## src/rtl/vga_copy_pkg.sv

```systemverilog
// Shared definitions for the VGA frame copy scheduler: address/data sizes,
// words per full copy, framebuffer address width and the FSM state encoding.
package vga_copy_pkg;

   localparam int unsigned VGA_ADDR_W      = 12;
   localparam int unsigned VGA_DATA_W      = 8;
   localparam int unsigned VGA_TIMEOUT_CYC = 16;

   // One full image covers every shared-memory address exactly once.
   localparam int unsigned VGA_WORDS     = 1 << VGA_ADDR_W;
   // Framebuffer holds two images; the MSB selects the buffer.
   localparam int unsigned VGA_FB_ADDR_W = VGA_ADDR_W + 1;

   typedef enum logic [2:0] {
      ST_IDLE  = 3'd0,
      ST_START = 3'd1,
      ST_WAIT  = 3'd2,
      ST_COPY  = 3'd3,
      ST_CHECK = 3'd4,
      ST_SWAP  = 3'd5
   } vga_copy_state_e;

endpackage

```

## src/rtl/vga_copy_checker.sv

```systemverilog
// Tracks the streamed address sequence and word count of one copy and
// produces the completeness verdict used in the CHECK state.
//   clk, reset : clock, synchronous active-high reset
//   clr        : start of a new copy (count and sequence state cleared)
//   cap        : a streamed word is captured this cycle
//   cap_addr   : address of the captured word
//   words      : captured words so far, saturating at WORDS
//   ok_c       : exactly WORDS words seen, addresses 0,1,2,... in order
module vga_copy_checker
   import vga_copy_pkg::*;
#(
   parameter int unsigned ADDR_W = VGA_ADDR_W,
   parameter int unsigned WORDS  = VGA_WORDS
) (
   input  logic              clk,
   input  logic              reset,
   input  logic              clr,
   input  logic              cap,
   input  logic [ADDR_W-1:0] cap_addr,
   output logic [ADDR_W:0]   words,
   output logic              ok_c
);

   localparam int unsigned CNT_W = ADDR_W + 1;

   logic [CNT_W-1:0] cnt_q, cnt_d;
   logic             bad_q, bad_d;

   // Word i of a good copy carries address i; comparing against the running
   // count in CNT_W bits also flags any word beyond WORDS (count MSB set).
   always_comb begin
      cnt_d = cnt_q;
      bad_d = bad_q;
      if (clr) begin
         cnt_d = '0;
         bad_d = 1'b0;
      end else if (cap) begin
         if ({1'b0, cap_addr} != cnt_q) begin
            bad_d = 1'b1;
         end
         if (cnt_q != CNT_W'(WORDS)) begin
            cnt_d = cnt_q + CNT_W'(1);
         end
      end
   end

   always_ff @(posedge clk) begin
      if (reset) begin
         cnt_q <= '0;
         bad_q <= 1'b0;
      end else begin
         cnt_q <= cnt_d;
         bad_q <= bad_d;
      end
   end

   assign words = cnt_q;
   assign ok_c  = (cnt_q == CNT_W'(WORDS)) && !bad_q;

endmodule

```

## src/rtl/vga_copy_sched.sv

```systemverilog
// Frame copy scheduler: starts a shared-memory image copy on request,
// forwards the streamed words to the framebuffer one cycle later, checks the
// copy for completeness/ordering and (optionally) swaps display buffers on
// the next vertical blank.
// Build option: VGA_COPY_DOUBLE_BUF_EN enables double buffering (SWAP state,
// fb_front toggling, frame_tick use). Without it the copy always targets
// buffer 0 and done pulses straight out of CHECK.
//   clk, reset         : clock, synchronous active-high reset
//   copy_req           : copy request (merged into one pending if busy)
//   err_clr            : clears sticky err
//   frame_tick         : vertical blank start
//   vga_en             : one-cycle copy start pulse to shared memory
//   sh_copy/addr/data  : streamed word valid, address, data
//   sh_end             : shared memory not copying
//   fb_we/addr/data    : framebuffer write port (addr MSB = buffer)
//   fb_front           : buffer being displayed
//   busy, done, err    : status; words = words of last/current copy
module vga_copy_sched
   import vga_copy_pkg::*;
#(
   parameter int unsigned ADDR_W      = VGA_ADDR_W,
   parameter int unsigned DATA_W      = VGA_DATA_W,
   parameter int unsigned TIMEOUT_CYC = VGA_TIMEOUT_CYC
) (
   input  logic              clk,
   input  logic              reset,
   input  logic              copy_req,
   input  logic              err_clr,
   input  logic              frame_tick,
   output logic              vga_en,
   input  logic              sh_copy,
   input  logic [ADDR_W-1:0] sh_addr,
   input  logic [DATA_W-1:0] sh_data,
   input  logic              sh_end,
   output logic              fb_we,
   output logic [ADDR_W:0]   fb_addr,
   output logic [DATA_W-1:0] fb_data,
   output logic              fb_front,
   output logic              busy,
   output logic              done,
   output logic              err,
   output logic [ADDR_W:0]   words
);

   localparam int unsigned WORDS = 1 << ADDR_W;
   localparam int unsigned TO_W  = $clog2(TIMEOUT_CYC + 1);

   vga_copy_state_e   state_q, state_d;
   logic              pending_q, pending_d;
   logic [TO_W-1:0]   to_cnt_q, to_cnt_d;
   logic              vga_en_q, vga_en_d;
   logic              fb_we_q, fb_we_d;
   logic [ADDR_W:0]   fb_addr_q, fb_addr_d;
   logic [DATA_W-1:0] fb_data_q, fb_data_d;
   logic              fb_front_q, fb_front_d;
   logic              busy_q, busy_d;
   logic              done_q, done_d;
   logic              err_q, err_d;

   logic              start_c;
   logic              cap_c;
   logic              err_set_c;
   logic              back_c;
   logic              ok_c;

`ifdef VGA_COPY_DOUBLE_BUF_EN
   assign back_c = ~fb_front_q;
`else
   assign back_c = 1'b0;
   logic unused_frame_tick;
   assign unused_frame_tick = frame_tick;
`endif

   // A streamed word is taken in WAIT (first word) and throughout COPY.
   assign cap_c = sh_copy && ((state_q == ST_WAIT) || (state_q == ST_COPY));

   vga_copy_checker #(
      .ADDR_W (ADDR_W),
      .WORDS  (WORDS)
   ) u_checker (
      .clk      (clk),
      .reset    (reset),
      .clr      (start_c),
      .cap      (cap_c),
      .cap_addr (sh_addr),
      .words    (words),
      .ok_c     (ok_c)
   );

   // Next-state and registered-output logic.
   always_comb begin
      state_d    = state_q;
      pending_d  = pending_q;
      to_cnt_d   = to_cnt_q;
      vga_en_d   = 1'b0;
      fb_we_d    = 1'b0;
      fb_addr_d  = fb_addr_q;
      fb_data_d  = fb_data_q;
      fb_front_d = fb_front_q;
      done_d     = 1'b0;
      start_c    = 1'b0;
      err_set_c  = 1'b0;

      if (copy_req && (state_q != ST_IDLE)) begin
         pending_d = 1'b1;
      end

      case (state_q)
         ST_IDLE: begin
            if (copy_req || pending_q) begin
               state_d   = ST_START;
               pending_d = 1'b0;
               start_c   = 1'b1;
               vga_en_d  = 1'b1;
            end
         end
         ST_START: begin
            to_cnt_d = '0;
            state_d  = ST_WAIT;
         end
         ST_WAIT: begin
            if (sh_copy) begin
               state_d = ST_COPY;
            end else begin
               to_cnt_d = to_cnt_q + TO_W'(1);
               if (to_cnt_q == TO_W'(TIMEOUT_CYC - 1)) begin
                  err_set_c = 1'b1;
                  state_d   = ST_IDLE;
               end
            end
         end
         ST_COPY: begin
            if (!sh_copy && sh_end) begin
               state_d = ST_CHECK;
            end
         end
         ST_CHECK: begin
            if (!ok_c) begin
               err_set_c = 1'b1;
            end
`ifdef VGA_COPY_DOUBLE_BUF_EN
            state_d = ST_SWAP;
`else
            state_d = ST_IDLE;
            done_d  = 1'b1;
`endif
         end
`ifdef VGA_COPY_DOUBLE_BUF_EN
         ST_SWAP: begin
            if (frame_tick) begin
               fb_front_d = ~fb_front_q;
               done_d     = 1'b1;
               state_d    = ST_IDLE;
            end
         end
`endif
         default: begin
            state_d = ST_IDLE;
         end
      endcase

      // Forward each captured word to the back buffer one cycle later.
      if (cap_c) begin
         fb_we_d   = 1'b1;
         fb_addr_d = {back_c, sh_addr};
         fb_data_d = sh_data;
      end

      // A new error takes priority over a simultaneous clear.
      err_d = err_q;
      if (err_clr) begin
         err_d = 1'b0;
      end
      if (err_set_c) begin
         err_d = 1'b1;
      end

      busy_d = (state_d != ST_IDLE);
   end

   always_ff @(posedge clk) begin
      if (reset) begin
         state_q    <= ST_IDLE;
         pending_q  <= 1'b0;
         to_cnt_q   <= '0;
         vga_en_q   <= 1'b0;
         fb_we_q    <= 1'b0;
         fb_addr_q  <= '0;
         fb_data_q  <= '0;
         fb_front_q <= 1'b0;
         busy_q     <= 1'b0;
         done_q     <= 1'b0;
         err_q      <= 1'b0;
      end else begin
         state_q    <= state_d;
         pending_q  <= pending_d;
         to_cnt_q   <= to_cnt_d;
         vga_en_q   <= vga_en_d;
         fb_we_q    <= fb_we_d;
         fb_addr_q  <= fb_addr_d;
         fb_data_q  <= fb_data_d;
         fb_front_q <= fb_front_d;
         busy_q     <= busy_d;
         done_q     <= done_d;
         err_q      <= err_d;
      end
   end

   assign vga_en   = vga_en_q;
   assign fb_we    = fb_we_q;
   assign fb_addr  = fb_addr_q;
   assign fb_data  = fb_data_q;
   assign fb_front = fb_front_q;
   assign busy     = busy_q;
   assign done     = done_q;
   assign err      = err_q;

endmodule

```

## config.mk

```make
export PLATFORM = sky130hd
export DESIGN_NAME = vga_copy_sched
export DESIGN_NICKNAME = d
export VERILOG_FILES = /design/src/rtl/vga_copy_pkg.sv /design/src/rtl/vga_copy_checker.sv /design/src/rtl/vga_copy_sched.sv
export SDC_FILE = /design/constraint.sdc
export NUM_CORES = 1
export LEC_CHECK = 0
export CAP_MARGIN = 20
export CORE_MARGIN = 4
export CORE_UTILIZATION = 42
export DETAILED_ROUTE_END_ITERATION = 6
export MAX_ROUTING_LAYER = met4
export PLACE_DENSITY = 0.75
export SYNTH_ARGS = -nofsm -noshare
export SYNTH_HDL_FRONTEND = slang
export SYNTH_SLANG_ARGS = --single-unit
```

## constraint.sdc

```tcl
create_clock -name clk -period 1.5 [get_ports clk]
set_input_delay 0.15 -clock clk [delete_from_list [all_inputs] [get_ports clk]]
set_output_delay 0.15 -clock clk [all_outputs]
set_load 0.1 [all_outputs]
```

==> flow_summary.yaml, run 1 <==
logic_synthesis:
  syn_area_um2: 2170
  ys_async_sr_fraction: 0
  ys.flop_type: "dfxtp_1"
  syn_avg_cell_area_um2: 8.45
  synth_enable_flop_cells: 0
  ys_ff_latch: 48
  yosysTopAreaCell: "dfxtp_1"
  synth.distinct_cells: 41
  synth_area_leaders: "dfxtp_1 (44%), nand2_1 (7.4%), a21oi_1 (5.8%)"
  yosysWarnings: 0
  synth_cells: 257
  yosysTopAreaCellShare: 0.443
  synth-seq-area-share: 0.443
drt:
  via_per_inst: 5.04
  drc: 0
  finalWirelength_mm: 6.21
  drt-initial-drc-count: 96
  routed-via-count: 2082
  antenna_left: 0
  wl_per_cell_um: 15.0
  firstDrtPassIters: 4
die:
  start_util: 0.448
  coreArea_um2: 4850
  die_h_um: 79.9
  fp.dieArea_um2: 6380
  pin_count: 67
  row_count: 25
  die_w_um: 79.9
clock_tree:
  clock_sinks: 48
  hold_buffers: 0
  cts_tree: "done"
  path_clk_slew_ns: 0.09
  cts_buffer_depth: 2
  cts_buffers: 5
  cts-root-buf: "clkbuf_8"
  htree_levels: 2
  clk_latency_ns: 0.29
run_status:
  status: "finished, violations left"
  failed_checks: "setup timing"
setup_path:
  worst-path-buf-inv: 0
  worstSetupPathType: "flop to flop"
  critPathCaptureType: "flop"
  crit_family: "simple AND/OR/NAND/NOR gates"
  required_ns: 1.68
  arrival_ns: 1.76
  path_common_cell: "ha_4"
  slowest_delay_ns: 0.36
  cp_slowest_cell: "dfxtp_2"
  path_cells: "ha_4, and3_4, ha_4, nand2b_4, a21oi_2, and3b_1, or3_1"
  critPathLaunchType: "flop"
  cp_max_fo: 2
global_routing:
  antenna_found_initial: 0
  grt_max_degree: 22
  grt_pass1_vias: 2134
  grt_pass1_wl_mm: 10.2
  grt_overflow: 0
  track_usage: 0.207
finish:
  area_delta_synth_final_pct: 71.0
  design_area_um2: 3710
  nets: 376
  final_layout_size_suffix_gt1_frac: 0.344
  diodes: 0
sta:
  fin_crit_ns: 1.58
  slew_violations: 0
  max_freq_ghz: 0.635
  hold_viol_final: 0
  rsz0062_at_grt: "true"
  fin_ws_ns: -0.0755
  final.setup.tns_ns: -0.120
  period_share: 1.05
  setup_viol: 2
  clock_skew_ns: 0.00261
hold_path:
  hold_path.class: "input pin to flop"
place:
  globalplace.congestion: 0.859
  hpwl_mm: 4.57
  io_buffers: 63
  placed_area_um2: 3500
power_and_ir_drop:
  total_power_mw: 2.84
  power.leakage_nw: 1.39
  peakVddDrop_uv: 589
  p_per_area_nw_per_um2: 764
run:
  cap_violations: 0
Yosys cell counts (2+ instances only):
library cell	count
o21ai_0	4
nand2_1	43
a21oi_1	25
mux2i_1	3
nand3_1	7
clkbuf_1	10
nor2_1	23
xnor2_1	14
nand4_1	7
buf_2	3
dfxtp_1	48
nor2b_1	3
buf_4	3
nor4_1	5
or3_1	4
and3_1	3
ha_1	4
or3b_2	2
inv_1	6
nor3_1	6
a21oi_2	2
xor2_1	9
nor4b_1	3
nand2b_1	3
through the flow:
| stage | instances | utilization | setup WS [ns] | hold slack (ns) |
|---|---|---|---|---|
| final | 413 | 0.766 | -0.0755 | 0.395 |
| after global routing | 413 | 0.766 | -0.129 | 0.403 |
| after CTS | 412 | 0.757 | -0.0675 | 0.393 |
| after detailed placement | 399 | 0.722 | -0.330 | 0.483 |
| after global placement | 399 | 0.722 | -0.271 | 0.478 |
| after floorplan | 258 | - | -0.248 | 0.235 |
worst min-delay path: cells and delay by family:
family	cells	cell delay, ns
buf+inv	1	0.40
simple gates	1	0.05
compound gates	1	0.05
where the power goes:
part / leakage (nW) / switching, mW / internal [mW]
clock: 0.0422 / 0.420 / 0.328
sequential: 0.400 / 0.0431 / 1.30
combinational: 0.948 / 0.437 / 0.308
cells in the final DEF (no fill, tap or decap), types with 7 or more instances in the layout:
cell type | Yosys | routed
xor2_1 | 9 | 9
buf_4 | 3 | 33
nand3_1 | 7 | 7
buf_12 | 0 | 40
dfxtp_2 | 0 | 7
xnor2_1 | 14 | 14
nand2_1 | 43 | 43
a21oi_1 | 25 | 23
dfxtp_4 | 0 | 10
clkdlybuf4s50_1 | 0 | 24
dfxtp_1 | 48 | 31
nor2_1 | 23 | 22
nand4_1 | 7 | 7
cell families after synthesis:
kind of cell	count (synthesis)	share of synthesized area
compound gates	38	0.103
xor+xnor	23	0.0928
fa+ha+maj	4	0.0231
buf+inv	24	0.0524
flops	48	0.443
mux	3	0.0138
other cells	1	0.00173
simple gates	116	0.271
metal layers:
metal,up-vias,share of wire,GRT usage
met5,-,0,-
met4,0,0.0061,0.0338
met3,7,0.051,0.0519
met2,57,0.51,0.357
met1,979,0.43,0.249
li1,1039,-,-
sequential cells by signal, summed over array words and instances (netlist names):
| name | cells |
|---|---|
| err | 1 |
| busy | 1 |
| done | 1 |
| vga_en | 1 |
| fb_data | 8 |
| u_checker.bad_q | 1 |
| fb_addr | 12 |
| state_q | 3 |
| to_cnt_q | 5 |
| u_checker.words | 13 |
| fb_we | 1 |
| pending_q | 1 |
layout make-up:
type,count,area (um^2)
inverters,6,22.5
fillers,332,1140
multi-input cells,186,1220
well taps,67,83.8
clock buffers,7,76.3
repair buffers,98,1300
clock inverters,1,5.00
flip-flops and latches,48,1010
worst paths after layout:
check | depth (start not counted) | startpoint | slack (ns) | end
worst max-delay path | 7 | to_cnt_q[1]$_SDFFE_PP0P_ | -0.08 | busy$_SDFF_PP0_
worst min-delay path | 3 | sh_data[6] | 0.39 | fb_data[6]$_SDFFE_PP0P_
worst max register to register | 7 | to_cnt_q[1]$_SDFFE_PP0P_ | -0.08 | busy$_SDFF_PP0_
worst min register to register | 2 | fb_addr[3]$_SDFFE_PP0P_ | 0.49 | fb_addr[3]$_SDFFE_PP0P_
timing repair:
action	CTS	global route
pin swaps	3	6
setup buffers	5	2
gates resized for setup	11	9
endpoints found under the setup margin	9	11
Power figures use the tool's default switching activity.
==> inputs of run 2 (changes only) <==
--- a/config.mk
+++ b/config.mk
@@ -6,7 +6,7 @@
 export NUM_CORES = 1
 export LEC_CHECK = 0
 export CAP_MARGIN = 20
-export CORE_MARGIN = 4
+export CORE_MARGIN = 2
 export CORE_UTILIZATION = 42
 export DETAILED_ROUTE_END_ITERATION = 6
 export MAX_ROUTING_LAYER = met4
==> run 2 against run 1 <==
Against the previous run: core utilization is 3.9 points lower; the flow still finishes with violations (setup timing); largest cell class unchanged; largest power group unchanged; first-iteration DRC count up 1.0%; global-route usage rose by 1.9 points; highest routed layer unchanged; hold slack lost 0.0093 ns; clock skew increased by 0.0031 ns.
==> flow_summary.yaml, run 2 (synthesized netlist as in run 1, its figures left out) <==
finish:
  post_layout_nonfiller_instances: 412
  largest_register_ffs: 13
  multi_input_area_um2: 1210
  nets: 372
  diodes: 0
  area_delta_synth_final_pct: 68.8
  layout_commonest_cell: "nand2_1"
  layout_common_cells: "nand2_1 (43), buf_12 (39), dfxtp_1 (32)"
  regArea_um2: 1000
  fillCellCount: 380
  final_layout_size_suffix_gt1_frac: 0.339
die:
  fp.dieArea_um2: 5760
  pin_count: 67
  die_w_um: 75.9
  coreArea_um2: 5040
  row_count: 26
  die_h_um: 75.9
  start_util: 0.431
sta:
  hold_viol_final: 0
  slew_violations: 0
  final.setup.tns_ns: -0.0983
  period_share: 1.07
  clock_skew_ns: 0.00574
  fin_ws_ns: -0.0983
  rsz0062_at_grt: "true"
  max_freq_ghz: 0.626
  fin_crit_ns: 1.60
  setup_viol: 1
place:
  hpwl_mm: 4.31
  globalplace.congestion: 0.880
  place_inst: 401
  io_buffers: 63
drt:
  finalWirelength_mm: 5.98
  routed-via-count: 2081
  drc: 0
  via_per_inst: 5.05
  highest_layer: "met4"
  wl_met1_mm: 2.49
  dr_wl_met3_um: 302
  met2_length_mm: 3.12
  antenna_left: 0
  firstDrtPassIters: 4
  wl_per_cell_um: 14.5
  drt-initial-drc-count: 97
setup_path:
  critPathCaptureType: "flop"
  ff2ff_path_depth: 7
  cp_max_fo: 2
  worstSetupPathType: "flop to flop"
  critPathLaunchType: "flop"
  arrival_ns: 1.79
  required_ns: 1.69
  r2r_setup_slack_ns: -0.1
clock_tree:
  clock_sinks: 48
  cts_tree: "done"
  path_clk_slew_ns: 0.09
  hold_buffers: 0
  clk_latency_ns: 0.30
  htree_levels: 2
  cts_buffers: 5
  cts-root-buf: "clkbuf_8"
  cts_buffer_depth: 2
global_routing:
  grt_overflow: 0
  track_usage: 0.226
  grt_pass1_vias: 2112
  grt_max_degree: 26
  grt_pass1_wl_mm: 9.58
  antenna_found_initial: 0
hold_path:
  hold_path.class: "input pin to flop"
  hold_depth: 3
run:
  cap_violations: 0
run_status:
  failed_checks: "setup timing"
  status: "finished, violations left"
power_and_ir_drop:
  p_per_area_nw_per_um2: 771
  peakVddDrop_uv: 533
  power.leakage_nw: 1.34
run 2: timing repair:
| item | CTS | global route |
|---|---|---|
| setup endpoints to repair | 3 | 10 |
| buffers inserted | 4 | 0 |
| gates resized for setup | 9 | 8 |
| pin swaps | 2 | 3 |
run 2: path summary, 6_finish.rpt:
| check | startpoint | endpoint |
|---|---|---|
| setup / recovery | to_cnt_q[0]$_SDFFE_PP0P_ | busy$_SDFF_PP0_ |
| hold / removal | sh_data[3] | fb_data[3]$_SDFFE_PP0P_ |
| setup reg to reg | to_cnt_q[0]$_SDFFE_PP0P_ | busy$_SDFF_PP0_ |
| hold reg to reg | fb_addr[2]$_SDFFE_PP0P_ | fb_addr[2]$_SDFFE_PP0P_ |
run 2: worst max-delay path, stage by stage, from the launching register on:
cell and delay, ns:
dfxtp_2 0.36, ha_4 0.14, and3_4 0.19, ha_4 0.13, nand2b_4 0.06, a21oi_2 0.12
and3b_1 0.19, or3_1 0.30
run 2: power by group:
| group | switching (mW) | total, mW | internal [mW] |
|---|---|---|---|
| Combinational | 0.432 | 0.727 | 0.295 |
| Sequential | 0.0396 | 1.34 | 1.30 |
| Clock | 0.429 | 0.757 | 0.328 |
| Total | 0.901 | 2.83 | 1.92 |
run 2: area by class of cell:
class / count / share of cell area
clock buffers: 6 / 0.0198
clock inverters: 2 / 0.00307
inverters: 6 / 0.00615
multi-input cells: 186 / 0.331
flip-flops and latches: 48 / 0.274
well taps: 70 / 0.0239
repair buffers: 94 / 0.343
run 2: through the flow:
stage / setup slack [ns] / instance area, um^2 / total power, mW / hold slack [ns] / utilization
floorplan: -0.248 / 2260 / 1.78 / 0.235 / -
global placement: -0.319 / 3480 / 2.07 / 0.479 / 0.691
detailed placement: -0.369 / 3480 / 2.08 / 0.485 / 0.691
CTS: -0.0900 / 3630 / 2.84 / 0.376 / 0.721
global route: -0.131 / 3660 / 2.93 / 0.393 / 0.727
finish: -0.0983 / 3660 / 2.83 / 0.385 / 0.727
run 2: routing by layer:
layer / vias to the layer above / global-route usage
li1: 1025 / -
met1: 985 / 0.279
met2: 64 / 0.367
met3: 7 / 0.0503
met4: 0 / 0.0702
met5: - / -
==> inputs of run 3 (changes only) <==
--- a/config.mk
+++ b/config.mk
@@ -11,6 +11,7 @@
 export DETAILED_ROUTE_END_ITERATION = 6
 export MAX_ROUTING_LAYER = met4
 export PLACE_DENSITY = 0.75
+export SLEW_MARGIN = 20
 export SYNTH_ARGS = -nofsm -noshare
 export SYNTH_HDL_FRONTEND = slang
 export SYNTH_SLANG_ARGS = --single-unit
==> results of run 3 <==
Same layout as run 2: the final DEF is identical, and so are final timing and power.
